File: config.mk
export PLATFORM = sky130hd
export DESIGN_NAME = snake_pixel_renderer
export DESIGN_NICKNAME = d
export VERILOG_FILES = /design/src/rtl/snake_pixel_renderer.sv
export SDC_FILE = /design/constraint.sdc
export NUM_CORES = 1
export LEC_CHECK = 0
export BUFFER_PORTS_ARGS = -buffer_cell sky130_fd_sc_hd__buf_2
export CAP_MARGIN = 15
export CORE_UTILIZATION = 52
export CTS_CLUSTER_DIAMETER = 80
export CTS_CLUSTER_SIZE = 30
export DETAILED_ROUTE_END_ITERATION = 8
export GPL_TIMING_DRIVEN = 0
export PLACE_DENSITY = 0.79
export RECOVER_POWER = 50
export REMOVE_ABC_BUFFERS = 1
export SKIP_LAST_GASP = 1
export SYNTH_ARGS = -nofsm -noshare
export SYNTH_HDL_FRONTEND = slang
export SYNTH_SLANG_ARGS = --single-unit
File: constraint.sdc
create_clock -name clk -period 1.89 [get_ports clk]
set_input_delay 0.189 -clock clk [delete_from_list [all_inputs] [get_ports clk]]
set_output_delay 0.189 -clock clk [all_outputs]
set_load 0.02 [all_outputs]
File: src/rtl/snake_pixel_renderer.sv
// snake_pixel_renderer: turns VGA pixel coordinates into board RAM reads and
// RGB444 pixels for a 32x24 board of 20x20 cells. The sync signals and the
// visible-area flag travel alongside the 3-cycle read/colour pipeline, and a
// frame tick marks the start of vertical blanking for the game logic.
// Optional build macro: GRID_LINES_EN (draws grey cell borders on empty cells).
module snake_pixel_renderer #(
  parameter int          CELL_PX   = 20,
  parameter int          GRID_W    = 32,
  parameter int          GRID_H    = 24,
  parameter logic [11:0] COL_EMPTY = 12'h000,
  parameter logic [11:0] COL_BODY  = 12'h0F0,
  parameter logic [11:0] COL_HEAD  = 12'hFF0,
  parameter logic [11:0] COL_FOOD  = 12'hF00
) (
  input  logic       clk,
  input  logic       rst_n,
  input  logic [9:0] px,
  input  logic [9:0] py,
  input  logic       display_on,
  input  logic       hsync_in,
  input  logic       vsync_in,
  output logic [9:0] rd_addr,
  output logic       rd_en,
  input  logic [1:0] rd_data,
  output logic [11:0] rgb,
  output logic       hsync_out,
  output logic       vsync_out,
  output logic       frame_tick
);

  // Sub-cell offset width, board index widths and the counter width needed to
  // follow px/py through blanking (up to 1023/CELL_PX) without overflow.
  localparam int SUB_W = $clog2(CELL_PX);
  localparam int COL_W = $clog2(GRID_W);
  localparam int ROW_W = $clog2(GRID_H);
  localparam int CNT_W = $clog2(1024 / CELL_PX + 1);

  localparam logic [SUB_W-1:0] SUB_LAST    = SUB_W'(CELL_PX - 1);
  localparam logic [9:0]       V_VISIBLE   = 10'(GRID_H * CELL_PX);
  localparam logic [11:0]      GRID_COLOUR = 12'h222;

  // Incremental cell counters (replace px/CELL_PX and px%CELL_PX).
  logic [SUB_W-1:0] r_subX;
  logic [SUB_W-1:0] r_subY;
  logic [CNT_W-1:0] r_col;
  logic [CNT_W-1:0] r_row;
  logic [SUB_W-1:0] w_subX;
  logic [SUB_W-1:0] w_subY;
  logic [CNT_W-1:0] w_col;
  logic [CNT_W-1:0] w_row;

  // Frame alignment.
  logic r_synced;
  logic w_synced;
  logic w_readNow;

  // Pipeline registers: stage 2 display flag and the sync delay line.
  logic r_de2;
  logic r_hs1;
  logic r_hs2;
  logic r_vs1;
  logic r_vs2;

  logic [11:0] w_pixColour;

  // Horizontal position within the row: restart at px == 0, otherwise step.
  always_comb begin
    w_subX = '0;
    w_col  = '0;
    if (px != '0) begin
      if (r_subX == SUB_LAST) begin
        w_subX = '0;
        w_col  = r_col + CNT_W'(1);
      end else begin
        w_subX = r_subX + SUB_W'(1);
        w_col  = r_col;
      end
    end
  end

  // Vertical position: only moves at the start of each line, restarts at py == 0.
  always_comb begin
    w_subY = r_subY;
    w_row  = r_row;
    if (px == '0) begin
      if (py == '0) begin
        w_subY = '0;
        w_row  = '0;
      end else if (r_subY == SUB_LAST) begin
        w_subY = '0;
        w_row  = r_row + CNT_W'(1);
      end else begin
        w_subY = r_subY + SUB_W'(1);
      end
    end
  end

  // The first top-left pixel counts as synced in the same cycle it is seen.
  always_comb begin
    w_synced  = r_synced | ((px == '0) && (py == '0));
    w_readNow = display_on & w_synced;
  end

  // Hold the counter state and the sticky synced flag.
  always_ff @(posedge clk or negedge rst_n) begin
    if (!rst_n) begin
      r_subX   <= '0;
      r_col    <= '0;
      r_subY   <= '0;
      r_row    <= '0;
      r_synced <= 1'b0;
    end else begin
      r_subX   <= w_subX;
      r_col    <= w_col;
      r_subY   <= w_subY;
      r_row    <= w_row;
      r_synced <= w_synced;
    end
  end

  // Stage 1: issue the RAM read; the address holds its last value in blanking.
  always_ff @(posedge clk or negedge rst_n) begin
    if (!rst_n) begin
      rd_addr    <= '0;
      rd_en      <= 1'b0;
      frame_tick <= 1'b0;
    end else begin
      rd_en      <= w_readNow;
      frame_tick <= w_synced && (px == '0) && (py == V_VISIBLE);
      if (w_readNow) begin
        rd_addr <= {w_row[ROW_W-1:0], w_col[COL_W-1:0]};
      end
    end
  end

  // Stages 1-2: carry the visible flag and syncs alongside the RAM access.
  always_ff @(posedge clk or negedge rst_n) begin
    if (!rst_n) begin
      r_de2 <= 1'b0;
      r_hs1 <= 1'b1;
      r_hs2 <= 1'b1;
      r_vs1 <= 1'b1;
      r_vs2 <= 1'b1;
    end else begin
      r_de2 <= rd_en;
      r_hs1 <= hsync_in;
      r_hs2 <= r_hs1;
      r_vs1 <= vsync_in;
      r_vs2 <= r_vs1;
    end
  end

`ifdef GRID_LINES_EN
  // Border flags travel two stages so they line up with the returned cell code.
  logic r_grid1;
  logic r_grid2;

  // Mark pixels on the first column or first row of a cell.
  always_ff @(posedge clk or negedge rst_n) begin
    if (!rst_n) begin
      r_grid1 <= 1'b0;
      r_grid2 <= 1'b0;
    end else begin
      r_grid1 <= (w_subX == '0) || (w_subY == '0);
      r_grid2 <= r_grid1;
    end
  end
`endif

  // Map the cell code to its colour (empty cells get border lines if enabled).
  always_comb begin
    w_pixColour = COL_EMPTY;
    case (rd_data)
      2'b01:   w_pixColour = COL_BODY;
      2'b10:   w_pixColour = COL_HEAD;
      2'b11:   w_pixColour = COL_FOOD;
      default: w_pixColour = COL_EMPTY;
    endcase
`ifdef GRID_LINES_EN
    if ((rd_data == 2'b00) && r_grid2) begin
      w_pixColour = GRID_COLOUR;
    end
`endif
  end

  // Stage 3: register the pixel and the delayed syncs together.
  always_ff @(posedge clk or negedge rst_n) begin
    if (!rst_n) begin
      rgb       <= '0;
      hsync_out <= 1'b1;
      vsync_out <= 1'b1;
    end else begin
      rgb       <= r_de2 ? w_pixColour : 12'h000;
      hsync_out <= r_hs2;
      vsync_out <= r_vs2;
    end
  end

endmodule

==> metrics.cfg <==
[clock_tree]
cts_tree = yes
cts.htree.levels = 2
numClockSinks = 42
cts_buffers = 5
cts_root_buf = clkbuf_8
cts_max_path_buffers = 2
clkLatencyLatePin_ns = 0.30
clk_pin_slew_ns = 0.08

[synth]
avgSynthCellArea_sq_um = 10.5
syn-cell-area_sq_mm = 0.00205
ys_seq_area_share_pct = 51.6
synth-edff-count = 0
syn_inst = 196
netlist-cell-type-count = 45
ys.flop_type = dfrtp_1
async_reset_ff_share_pct = 100
yosys_warnings = 0
synth-seq-cells = 42

[flow_run]
drv_cap = 0

[timing]
relSlewSlack_pct = 33.5
clock-skew-final_ns = 0.00733
clock.fmax_mhz = 563
fin_crit_ns = 1.78
slew_violations = 0
setup_violations = 0
layout_setup_ws_ns = 0.115
fin_setup_tns_ns = 0
min_period_over_period_pct = 93.9
whs_ns = 0.0411
finalHoldViolations = 0
worst_pin_slew_ns = 0.998

[setup_path]
crit_path_max_incr_delay_ns = 0.39
crit_chain = ha_2, nor4bb_2, nand4_1, mux2i_1, o32ai_1
critPathKind = flop to flop
crit_family = simple AND/OR/NAND/NOR gates
r2r_cells = 5
critPathArrivalTime_ns = 1.97
cp.buffers_inverters = 0
cp_num_cells = 5
critPathSlowestCell = dfrtp_1
required_ns = 2.09
start_kind = flop
worstPathMaxFanout = 7
cp-end-kind = flop

[final_layout]
num_antenna_cells = 0
finalNonFillerCells = 289
drive_gt1_share_pct = 31.1
finalNetCount = 273
fill_cells = 314
syn_to_final_growth_pct = 17.3
multiInputGateArea_sq_um = 866
regArea_sq_mm = 0.00106

[route]
wire_per_inst_um = 12.7
routed_via_density = 5.44
wl_um = 3680
ant_nets = 0
firstDrtPassIters = 4
drcViolationCount = 0
drtIter0Drc = 106
vias = 1573

[floorplanning]
dieHeight_um = 64.8
pin_count = 53
num_rows = 22
die_area_sq_mm = 0.00420
die_x_um = 64.8
start_util_pct = 55.2
core_sq_mm = 0.00372

[pwr]
power_uw = 1980
powerDensity_mw_per_mm2 = 825
ir_worst_vdd_mv = 0.366
leakage_uw = 0.00109

[outcome]
status = completed

[worst_hold_path]
hp-class = input port to asynchronous set/reset pin

[global_route]
gr-total-overflow = 0
antenna_found_initial = 0
grt_pass1_wl_um = 6230
grt_pass1_vias = 1464
grt_max_degree = 43
grt_usage_pct = 19.7

[placement]
dp_hpwl_um = 2610
io_buffers = 48
gp_congestion = 0.748
pre_cts_slack_ns = -0.383
place_inst = 279

## per-layer routing
| layer | track usage (%) | vias up | part of all wire (%) |
|---|---|---|---|
| li1 | - | 770 | - |
| met5 | 0 | - | 0 |
| met1 | 23.9 | 751 | 46 |
| met4 | 6.67 | 0 | 0.76 |
| met3 | 6.34 | 6 | 4.5 |
| met2 | 32.8 | 46 | 48 |
## worst reg2reg max path, stage by stage (launching register included)
cell	delay [ns]
dfrtp_1	0.39
ha_2	0.28
nor4bb_2	0.34
nand4_1	0.19
mux2i_1	0.18
o32ai_1	0.29
## placed cells by master, fill, tap and decap left out, types with 2 or more instances in the layout
cell,Yosys,final
ha_1,6,5
xor2_1,3,3
and3_1,3,3
a22oi_1,2,2
nand2b_1,2,2
xnor2_1,3,3
o211ai_1,4,4
nand4_1,6,6
o32ai_1,3,3
clkbuf_8,0,5
nor2_1,14,14
nor4_1,2,2
nor3_1,3,3
dfrtp_1,36,36
mux2i_1,3,3
dlygate4sd3_1,0,2
inv_1,18,18
o22ai_1,10,10
dfstp_2,6,6
or2_2,2,2
conb_1,1,4
and2_1,2,2
a21oi_1,5,5
nand2_1,11,11
o21ai_0,3,3
buf_2,3,46
o21bai_1,2,2
nor4_2,3,3
nand3_1,11,11
clkinvlp_4,0,2
## final timing paths
check	from	end	slack, ns
min in group clk	py[5]	frame_tick	0.13
setup / recovery	r_subY[0]	rd_addr[6]	0.11
max in group asynchronous	rst_n	rd_addr[8]	1.24
setup reg to reg	r_subY[0]	rd_addr[6]	0.11
hold reg to reg	r_hs2	hsync_out	0.36
hold / removal	rst_n	r_col[2]	0.04
## area by class of cell
cell class | count | share of cell area (%)
Clock inverter | 3 | 0.989
Tap cell | 48 | 2.50
Timing Repair Buffer | 50 | 10.8
Sequential cell | 42 | 44.0
Inverter | 18 | 2.81
Multi-Input combinational cell | 123 | 36.0
Clock buffer | 5 | 2.86
## where the power goes
part / total [uW] / internal (uW) / switching, uW
Combinational: 277 / 138 / 138
Clock: 595 / 264 / 331
Sequential: 1110 / 1010 / 101
Total: 1980 / 1410 / 570
## cells in the mapped netlist, types with 2 or more instances
cell type	n	share of area [%]
nor4_1	2	0.61
buf_2	3	0.73
nand4_1	6	1.8
and3_1	3	0.92
o21ai_0	3	0.73
nor3_1	3	0.73
nand2_1	11	2.0
a21oi_1	5	1.2
o21bai_1	2	0.73
or2_2	2	0.61
inv_1	18	3.3
dfstp_2	6	7.7
o211ai_1	4	1.5
buf_4	10	3.7
o32ai_1	3	1.3
xor2_1	3	1.3
nor4bb_1	2	0.98
clkbuf_1	2	0.37
o22ai_1	10	3.1
nand2b_1	2	0.61
nor2_1	14	2.6
ha_1	6	3.7
mux2i_1	3	1.5
xnor2_1	3	1.3
nand3_1	11	2.7
and2_1	2	0.61
dfrtp_1	36	44
a22oi_1	2	0.73
nor4_2	3	1.8
## state kept, by name (all words and copies together), names as in the netlist
register	count
frame_tick	1
hsync_out	1
r_col	5
r_de2	1
r_hs1	1
r_hs2	1
r_row	5
r_subX	5
r_subY	5
r_synced	1
r_vs1	1
r_vs2	1
rd_addr	10
rd_en	1
rgb	2
vsync_out	1
## repair_timing
action	in CTS	in global routing
resized for setup	3	3
hold endpoints to repair	2	0
buffers inserted	0	0
setup endpoints to repair	13	9
hold buffers	2	0
pin swaps	0	1
## metrics by stage
stage | area [sq um] | utilization (%)
after floorplan | 1950 | -
after global placement | 2250 | 60.6
after detailed placement | 2250 | 60.6
after CTS | 2380 | 64.2
after global routing | 2400 | 64.7
final | 2400 | 64.7
## cell families (layout without fill, tap and decap cells)
logic type | after synthesis | in the layout | share of synthesized area [%]
AOI/OAI and AO/OA | 37 | 37 | 13.5
and+or+nand+nor | 67 | 67 | 18.4
xor gates and xnor gates | 6 | 6 | 2.56
other | 1 | 4 | 0.183
buffers and inverters | 34 | 76 | 8.61
DFF | 42 | 42 | 51.6
muxes | 3 | 3 | 1.47
adders and majority gates | 6 | 6 | 3.66
No activity file was read; power rests on OpenSTA's default activity.
